<file path="src/rtl/abp_packet_tx_if.sv">
// Frame-side valid/ready handshake and byte-wide AXI-Stream bundles for the ABP packet transmitter.
// The slave side of abp_frame_if consumes frames; the master side of axis_byte_if drives the stream.

interface abp_frame_if #(
  parameter int VALUE_SIZE = 4
);
  logic                    valid;
  logic [VALUE_SIZE*8-1:0] value;
  logic                    alt_bit;
  logic                    ready;

  modport master (output valid, output value, output alt_bit, input ready);
  modport slave  (input valid, input value, input alt_bit, output ready);
endinterface

interface axis_byte_if #(
  parameter int DATA_WIDTH = 8
);
  logic                  tvalid;
  logic [DATA_WIDTH-1:0] tdata;
  logic                  tlast;
  logic                  tready;

  modport master (output tvalid, output tdata, output tlast, input tready);
  modport slave  (input tvalid, input tdata, input tlast, output tready);
endinterface

</file>
<file path="src/rtl/abp_packet_tx.sv">
// Serializes one ABP frame (big-endian value, padding, alternating bit in the last byte)
// into a fixed-length byte packet on AXI-Stream, with an optional inter-frame gap.

module abp_packet_tx #(
  parameter int         DATA_WIDTH  = 8,
  parameter int         VALUE_SIZE  = 4,
  parameter int         PACKET_SIZE = 64,
  parameter logic [7:0] PAD_BYTE    = 8'h00,
  parameter int         IFG_CYCLES  = 0
) (
  input  logic        aclk,
  input  logic        resetn,
  abp_frame_if.slave  abp_rx,
  axis_byte_if.master eth_tx,
  output logic        busy,
  output logic [15:0] packet_count
);

  localparam int CW = (PACKET_SIZE > 1) ? $clog2(PACKET_SIZE) : 1;
  localparam int VW = VALUE_SIZE * 8;
  localparam int GW = (IFG_CYCLES > 1) ? $clog2(IFG_CYCLES) : 1;
  localparam logic [CW-1:0] LAST_K = CW'(PACKET_SIZE - 1);

  typedef enum logic [1:0] {
    ST_IDLE = 2'd0,
    ST_SEND = 2'd1,
    ST_GAP  = 2'd2
  } state_t;

  state_t                state_q, state_d;
  logic [CW-1:0]         k_q, k_d;
  logic [GW-1:0]         gap_q, gap_d;
  logic [VW-1:0]         value_q, value_d;
  logic                  bit_q, bit_d;
  logic                  tvalid_q, tvalid_d;
  logic                  tlast_q, tlast_d;
  logic [DATA_WIDTH-1:0] tdata_q, tdata_d;
  logic                  busy_q, busy_d;
  logic [15:0]           count_q, count_d;
  logic [CW-1:0]         k_inc_s;

  // Byte k of the packet: value MSB first, then padding, alternating bit in the final byte.
  function automatic logic [7:0] packet_byte(input logic [CW-1:0] k,
                                             input logic [VW-1:0] value,
                                             input logic          alt_bit);
    logic [VW-1:0] shifted;
    logic [7:0]    b;
    shifted = '0;
    if (k == LAST_K) begin
      b = {7'b0000000, alt_bit};
    end else if (k < CW'(VALUE_SIZE)) begin
      shifted = value >> (8 * (VALUE_SIZE - 1 - int'(k)));
      b       = shifted[7:0];
    end else begin
      b = PAD_BYTE;
    end
    return b;
  endfunction

  assign k_inc_s = k_q + CW'(1);

  // Next-state and next-output logic; the stream registers are loaded one beat ahead.
  always_comb begin
    state_d  = state_q;
    k_d      = k_q;
    gap_d    = gap_q;
    value_d  = value_q;
    bit_d    = bit_q;
    tvalid_d = tvalid_q;
    tdata_d  = tdata_q;
    tlast_d  = tlast_q;
    count_d  = count_q;
    case (state_q)
      ST_IDLE: begin
        if (abp_rx.valid) begin
          value_d  = abp_rx.value;
          bit_d    = abp_rx.alt_bit;
          k_d      = '0;
          tvalid_d = 1'b1;
          tdata_d  = DATA_WIDTH'(packet_byte('0, abp_rx.value, abp_rx.alt_bit));
          tlast_d  = (LAST_K == '0);
          state_d  = ST_SEND;
        end else begin
          state_d = ST_IDLE;
        end
      end
      ST_SEND: begin
        if (eth_tx.tready) begin
          if (tlast_q) begin
            tvalid_d = 1'b0;
            tlast_d  = 1'b0;
            tdata_d  = '0;
            count_d  = count_q + 16'd1;
            if (IFG_CYCLES > 0) begin
              gap_d   = GW'(IFG_CYCLES - 1);
              state_d = ST_GAP;
            end else begin
              state_d = ST_IDLE;
            end
          end else begin
            k_d     = k_inc_s;
            tdata_d = DATA_WIDTH'(packet_byte(k_inc_s, value_q, bit_q));
            tlast_d = (k_inc_s == LAST_K);
          end
        end else begin
          state_d = ST_SEND;
        end
      end
      ST_GAP: begin
        if (gap_q == '0) begin
          state_d = ST_IDLE;
        end else begin
          gap_d = gap_q - GW'(1);
        end
      end
      default: begin
        state_d  = ST_IDLE;
        tvalid_d = 1'b0;
        tlast_d  = 1'b0;
        tdata_d  = '0;
      end
    endcase
    busy_d = (state_d != ST_IDLE);
  end

  // State and output registers with synchronous active-low reset.
  always_ff @(posedge aclk) begin
    if (!resetn) begin
      state_q  <= ST_IDLE;
      k_q      <= '0;
      gap_q    <= '0;
      value_q  <= '0;
      bit_q    <= 1'b0;
      tvalid_q <= 1'b0;
      tdata_q  <= '0;
      tlast_q  <= 1'b0;
      busy_q   <= 1'b0;
      count_q  <= 16'd0;
    end else begin
      state_q  <= state_d;
      k_q      <= k_d;
      gap_q    <= gap_d;
      value_q  <= value_d;
      bit_q    <= bit_d;
      tvalid_q <= tvalid_d;
      tdata_q  <= tdata_d;
      tlast_q  <= tlast_d;
      busy_q   <= busy_d;
      count_q  <= count_d;
    end
  end

  // Ready is gated by reset so upstream never sees an acceptance while the block is held.
  assign abp_rx.ready  = resetn && (state_q == ST_IDLE);
  assign eth_tx.tvalid = tvalid_q;
  assign eth_tx.tdata  = tdata_q;
  assign eth_tx.tlast  = tlast_q;
  assign busy          = busy_q;
  assign packet_count  = count_q;

endmodule

</file>
<file path="src/flat_wrapper.sv">
// flat-port wrapper written by rule: the top's interface ports become plain ports
module abp_packet_tx_flat 
#(
  parameter int         DATA_WIDTH  = 8,
  parameter int         VALUE_SIZE  = 4,
  parameter int         PACKET_SIZE = 64,
  parameter logic [7:0] PAD_BYTE    = 8'h00,
  parameter int         IFG_CYCLES  = 0
)
  (aclk, resetn, busy, packet_count, abp_rx_valid, abp_rx_value, abp_rx_alt_bit, abp_rx_ready, eth_tx_tvalid, eth_tx_tdata, eth_tx_tlast, eth_tx_tready);
  abp_frame_if #(.VALUE_SIZE(VALUE_SIZE)) abp_rx_i ();
  axis_byte_if #(.DATA_WIDTH(DATA_WIDTH)) eth_tx_i ();
  input  logic aclk;
  input  logic resetn;
  output logic busy;
  output logic [15:0] packet_count;
  input wire logic [$bits(abp_rx_i.valid)-1:0] abp_rx_valid;
  input wire logic [$bits(abp_rx_i.value)-1:0] abp_rx_value;
  input wire logic [$bits(abp_rx_i.alt_bit)-1:0] abp_rx_alt_bit;
  output wire logic [$bits(abp_rx_i.ready)-1:0] abp_rx_ready;
  output wire logic [$bits(eth_tx_i.tvalid)-1:0] eth_tx_tvalid;
  output wire logic [$bits(eth_tx_i.tdata)-1:0] eth_tx_tdata;
  output wire logic [$bits(eth_tx_i.tlast)-1:0] eth_tx_tlast;
  input wire logic [$bits(eth_tx_i.tready)-1:0] eth_tx_tready;
  assign abp_rx_i.valid = abp_rx_valid;
  assign abp_rx_i.value = abp_rx_value;
  assign abp_rx_i.alt_bit = abp_rx_alt_bit;
  assign abp_rx_ready = abp_rx_i.ready;
  assign eth_tx_tvalid = eth_tx_i.tvalid;
  assign eth_tx_tdata = eth_tx_i.tdata;
  assign eth_tx_tlast = eth_tx_i.tlast;
  assign eth_tx_i.tready = eth_tx_tready;
  abp_packet_tx #(.DATA_WIDTH(DATA_WIDTH), .VALUE_SIZE(VALUE_SIZE), .PACKET_SIZE(PACKET_SIZE), .PAD_BYTE(PAD_BYTE), .IFG_CYCLES(IFG_CYCLES)) u_core (.aclk(aclk), .resetn(resetn), .abp_rx(abp_rx_i), .eth_tx(eth_tx_i), .busy(busy), .packet_count(packet_count));
endmodule
</file>
<file path="config.mk">
export PLATFORM = sky130hd
export DESIGN_NAME = abp_packet_tx_flat
export DESIGN_NICKNAME = d
export VERILOG_FILES = /design/src/rtl/abp_packet_tx_if.sv /design/src/rtl/abp_packet_tx.sv /design/src/flat_wrapper.sv
export SDC_FILE = /design/constraint.sdc
export NUM_CORES = 1
export LEC_CHECK = 0
export BUFFER_PORTS_ARGS = -buffer_cell sky130_fd_sc_hd__buf_2
export CORE_ASPECT_RATIO = 1.1
export CORE_MARGIN = 5
export CORE_UTILIZATION = 51
export DETAILED_ROUTE_END_ITERATION = 6
export PLACE_DENSITY = 0.75
export SLEW_MARGIN = 20
export SYNTH_ARGS = -nofsm -noshare
export SYNTH_HDL_FRONTEND = slang
export SYNTH_SLANG_ARGS = --single-unit
</file>
<file path="constraint.sdc">
create_clock -name aclk -period 2.6 [get_ports aclk]
set_input_delay 0.13 -clock aclk [delete_from_list [all_inputs] [get_ports aclk]]
set_output_delay 0.13 -clock aclk [all_outputs]
set_load 0.05 [all_outputs]
</file>
Word-level counts from Yosys, hierarchy flattened:

Index checks and enable logic that the tools add are counted.

* register bits: 69
* input port bits: 37
* output and inout port bits: 28

* add/sub/neg operators: 4
* $lt $le $gt $ge: 1
* eq/ne operators: 7
* shifts and indexed selects: 1
* multiplexer cells: 24
* bitwise gates (word level): 1
* reductions and logical operators: 9

Operators by type and width (number)
* $mux W8: 5
* $shr A32 B32 Y8: 1
* $pmux W8 S3: 1
* $mux W6: 3
* $add A16 B1 Y16 const B: 1
* $pmux W6 S2: 1
* $mux W1: 8
* $reduce_and A4 Y1: 2
* $sub A2 B6 Y7 const A: 1
* $add A6 B1 Y6 const B: 1
* $eq A6 B6 Y1 const B: 1
* $lt A6 B3 Y1 const B: 1
* $mux W2: 3
* $ne A2 B2 Y1 const B: 3
* $pmux W1 S3: 2
* $pmux W2 S3: 1
* $reduce_and A3 Y1: 2
* $reduce_bool A2 Y1: 2
* $eq A2 B1 Y1 const B: 1
* $eq A2 B2 Y1 const B: 1
* $logic_not A2 Y1: 1
* $ne A2 B1 Y1 const B: 1
* $reduce_and A2 Y1: 1
* $logic_and A1 B1 Y1: 1
* 2 further kinds: 2

Depth between registers and ports, before layout:

* depth after elaboration: 8
* mapped depth: 8
* depth with buffers taken out: 8

Worst setup path before layout:

OpenSTA, ideal clock, no wires.

* kind: register to register
* start point: register u_core.k_q[0]
* end point: register u_core.tdata_q[7], in the netlist u_core.eth_tx.tdata[7]
* setup time: 0.075 ns
* arrival time: 2.035 ns
* setup slack: 0.490 ns
* stages on the path, launching flop included: 8
* buffers on the path: 0
* period minus slack after synthesis: 2.110 ns
* path through: dfxtp_1 > ha_1 > xor2_1 > ha_1 > nand4b_1 > nor3_1 > nand3_1 > o21ai_0

* cells in the longest elaborated chain, start to end: 8
* elaborated cells on any way between the ends: 10

RTL lines
* from (decl): line abp_packet_tx.sv:31 `logic [CW-1:0] k_q, k_d;`
* from (signal assigned): line abp_packet_tx.sv:141 `k_q <= k_d;`
* $add A6 B1 Y6 (*): line abp_packet_tx.sv:60 `assign k_inc_s = k_q + CW'(1);`
* $sub A2 B6 Y7: line abp_packet_tx.sv:52 `shifted = value >> (8 * (VALUE_SIZE - 1 - int'(k)));`
* $shr A32 B32 Y8: line abp_packet_tx.sv:52
* $mux W8: line abp_packet_tx.sv:51 `end else if (k < CW'(VALUE_SIZE)) begin`
* $mux W8 (*): line abp_packet_tx.sv:49 `if (k == LAST_K) begin`
* $mux W8 (*): line abp_packet_tx.sv:89 `if (tlast_q) begin`
* $mux W8 (*): line abp_packet_tx.sv:88 `if (eth_tx.tready) begin`
* $pmux W8 S3 (*): line abp_packet_tx.sv:73 `case (state_q)`
* to (signal assigned): line abp_packet_tx.sv:146 `tdata_q <= tdata_d;`
* to (decl): line abp_packet_tx.sv:37 `logic [DATA_WIDTH-1:0] tdata_q, tdata_d;`

Mark *: on every way between the ends. The rest lies on a longest branch, timed or not. The select of a mux whose other input is x is not followed.
A chain may end at the register's enable or synchronous reset.

Worst setup path in the final report:

* start point: register u_core.k_q[2]
* end point: register u_core.tdata_q[4], in the netlist u_core.eth_tx.tdata[4]

The elaborated chain is that of the path after synthesis.

==> impl_metrics.csv <==
group,metric,value,unit
final_layout,antenna_cells,0,
synth,synth_area_leader_cell,"dfxtp_1",
synth,synth.area.top_cells,"dfxtp_1, a21oi_1, nand2_1",
sta,fin_setup_tns,0,ns
floorplan,die_x,86.63,um
floorplan,placeableCoreArea,0.006231,sq mm
pwr,cell_internal_pwr,1.541,mW
clocking,cts_hold_buffers,0,
synth,synth_ff_type,"dfxtp_1",
worst_setup_path,critPathLaunchType,"register",
clocking,htree_num_levels,3,
route,drtPass1Iterations,4,
route,drcViolationCount,0,
clocking,cts_root_buf,"clkbuf_8",
sta,max_freq,456.1,MHz
global_routing,antenna_found_initial,0,
pwr,p_leak,1.509,nW
clocking,clock_path_buffers,2,
sta,maxSlewHeadroom,64.41,%
floorplan,die_h,94.30,um
synth,postSynth.asyncResetShare,0,%
worst_setup_path,worstPathArrival,2.46,ns
floorplan,design.die.area,0.008169,sq mm
pwr,switching_share,26.44,%
clocking,cts.sinks,68,
final_layout,area_growth,16.90,%
placed_design,dp.final_hpwl,5557,um
run,cap_violations,0,
global_routing,first_global_vias,2825,
placed_design,routabilityCongestion,0.8476,
synth,yosysUniqueCellTypes,46,
sta,skew,0.006568,ns
pwr,seqPwrFrac,52.1,%
pwr,pwr-share-clk,37.7,%
route,wl_per_cell,14.83,um
final_layout,layout_commonest_cell,"nand2_1",
synth,ys_warn_count,0,
worst_setup_path,endpoint_kind,"register",
synth,ys_ff_latch,68,
floorplan,initial_core_util,52.87,%
placed_design,io_buffers,64,
global_routing,grt_usage,20.23,%
route,drt_wl_total,7995,um
worst_hold_path,hold_class,"in2reg",
clocking,clk_pin_slew,0.07,ns
sta,period_share,84.33,%
synth,synth_top_area_share,41.32,%
sta,finalSetupViolCount,0,
sta,rsz0062_at_grt,"false",
status,status,"finished clean",
final_layout,final_cell_mix,"nand2_1, dfxtp_1, buf_2",
clocking,cts_setup_buffers,0,
synth,syn_avg_cell_area,8.319,sq um
global_routing,grt_max_degree,48,
worst_setup_path,critPathMaxFanout,8,
final_layout,drive_gt1_share,22.22,%
synth,synth_edf_count,0,
route,drtAntennaViolNets,0,
sta,drv_slew,0,
clocking,clk_latency,0.34,ns
clocking,cts_tree,"done",
final_layout,final_nets,498,
synth,synth_fp_nets,439,
clocking,cts_buffers,9,
pwr,combPwrFrac,10.2,%
route,vias_per_cell,5.664,
pwr,peakVddDrop,0.0004430,V
sta,hold_violations,0,
global_routing,grt-ovfl-total,0,
synth,ys_seq_area_share,41.32,%
pwr,p_total,2.094,mW
floorplan,placementRows,30,
sta,tightestPinTransition,0.5339,ns
floorplan,ioPinCount,65,
synth,netlist_area,0.003294,sq mm
global_routing,grt_pass1_wl,13080,um
worst_setup_path,cp_data_required_time,2.86,ns
pwr,power.density,543.8,mW/mm^2
synth,syn_inst,396,
worst_setup_path,critical_path_class,"reg2reg",
pwr,p_sw,0.5537,mW
route,vias,3053,
route,drtIter0Drc,249,
sta,post-route-min-period,2.193,ns
clocking,post_cts_resized,0,
## cells by family (layout without fill, tap and decap cells)
family / after synthesis / after routing / share of synthesized area, %
fa+ha+maj: 6 / 6 / 2.279
mux: 10 / 10 / 6.077
flops: 68 / 68 / 41.32
xor+xnor: 10 / 10 / 2.659
buf+inv: 33 / 96 / 4.178
compound gates: 101 / 101 / 16.48
other cells: 1 / 1 / 0.1138
simple gates: 167 / 167 / 26.89
## power by group through the flow
| stage | combinational [mW] | clock (mW) | sequential, mW |
|---|---|---|---|
| floorplan | 0.119 | 0 | 1.13 |
| global placement | 0.210 | 0 | 1.11 |
| detailed placement | 0.212 | 0 | 1.12 |
| CTS | 0.213 | 0.803 | 1.09 |
| global route | 0.234 | 0.868 | 1.10 |
| finish | 0.213 | 0.789 | 1.09 |
## layout make-up
class | instances | area [sq um]
Sequential cell | 68 | 1361
Clock inverter | 4 | 25.02
Multi-Input combinational cell | 295 | 1795
Fill cell | 582 | 2380
Inverter | 8 | 30.03
Clock buffer | 11 | 151.4
Tap cell | 80 | 100.1
Timing Repair Buffer | 73 | 387.9
## cells in the mapped netlist (all sizes together), types with 3 or more instances
cell and n:
o21ai 29, clkbuf 20, xor2 7, and2 5, nand2b 3, nand3 14
or4 3, or3 8, inv 8, xnor2 3, buf 5, nand4 7
nor2 17, dfxtp 68, a21oi 59, nor3b 9, nand2 75, nand3b 14
mux4 8, ha 6
## flip-flops by register name (all words and copies together), names as in the netlist
name	flops
u_core.bit_q	1
u_core.eth_tx.tdata	8
u_core.state_q	2
u_core.busy	1
u_core.eth_tx.tlast	1
u_core.value_q	32
u_core.k_q	6
u_core.eth_tx.tvalid	1
u_core.packet_count	16
## final timing paths
path	end	slack [ns]	cells past startpoint	startpoint
setup / recovery	u_core.eth_tx.tdata[4]	0.41	9	u_core.k_q[2]
hold / removal	u_core.value_q[4]	0.02	3	abp_rx_value[4]
setup reg to reg	u_core.eth_tx.tdata[4]	0.41	9	u_core.k_q[2]
hold reg to reg	u_core.value_q[21]	0.45	2	u_core.value_q[21]
## metal layers
metal | share of wire [%] | GRT usage [%] | vias to the layer above
li1 | - | - | 1513
met1 | 47 | 27.90 | 1420
met2 | 45 | 30.04 | 107
met3 | 6.9 | 5.263 | 13
met4 | 1.4 | 7.922 | 0
met5 | 0 | 0 | -
## worst max-delay path, cell delays in order (launching register included)
cell and delay [ns]:
dfxtp_1 0.42, nand3_1 0.23, xor2_1 0.30, inv_1 0.08, ha_1 0.28, nand4b_1 0.21, nor3_1 0.16, buf_4 0.17
nand3_1 0.08, o21ai_0 0.18
## per-stage QoR
step	instances	instance area [sq um]	setup slack, ns	util (%)	hold slack [ns]
2_1_floorplan	396	3294	0.4904	-	0.2660
3_3_place_gp	524	3675	0.5795	58.98	0.3723
3_5_place_dp	524	3675	0.4533	58.98	0.3760
4_1_cts	539	3851	0.4088	61.81	0.009010
5_1_grt	539	3851	0.1278	61.81	0.003155
6_report	539	3851	0.4073	61.81	0.01968
No activity file was read; power rests on OpenSTA's default activity.
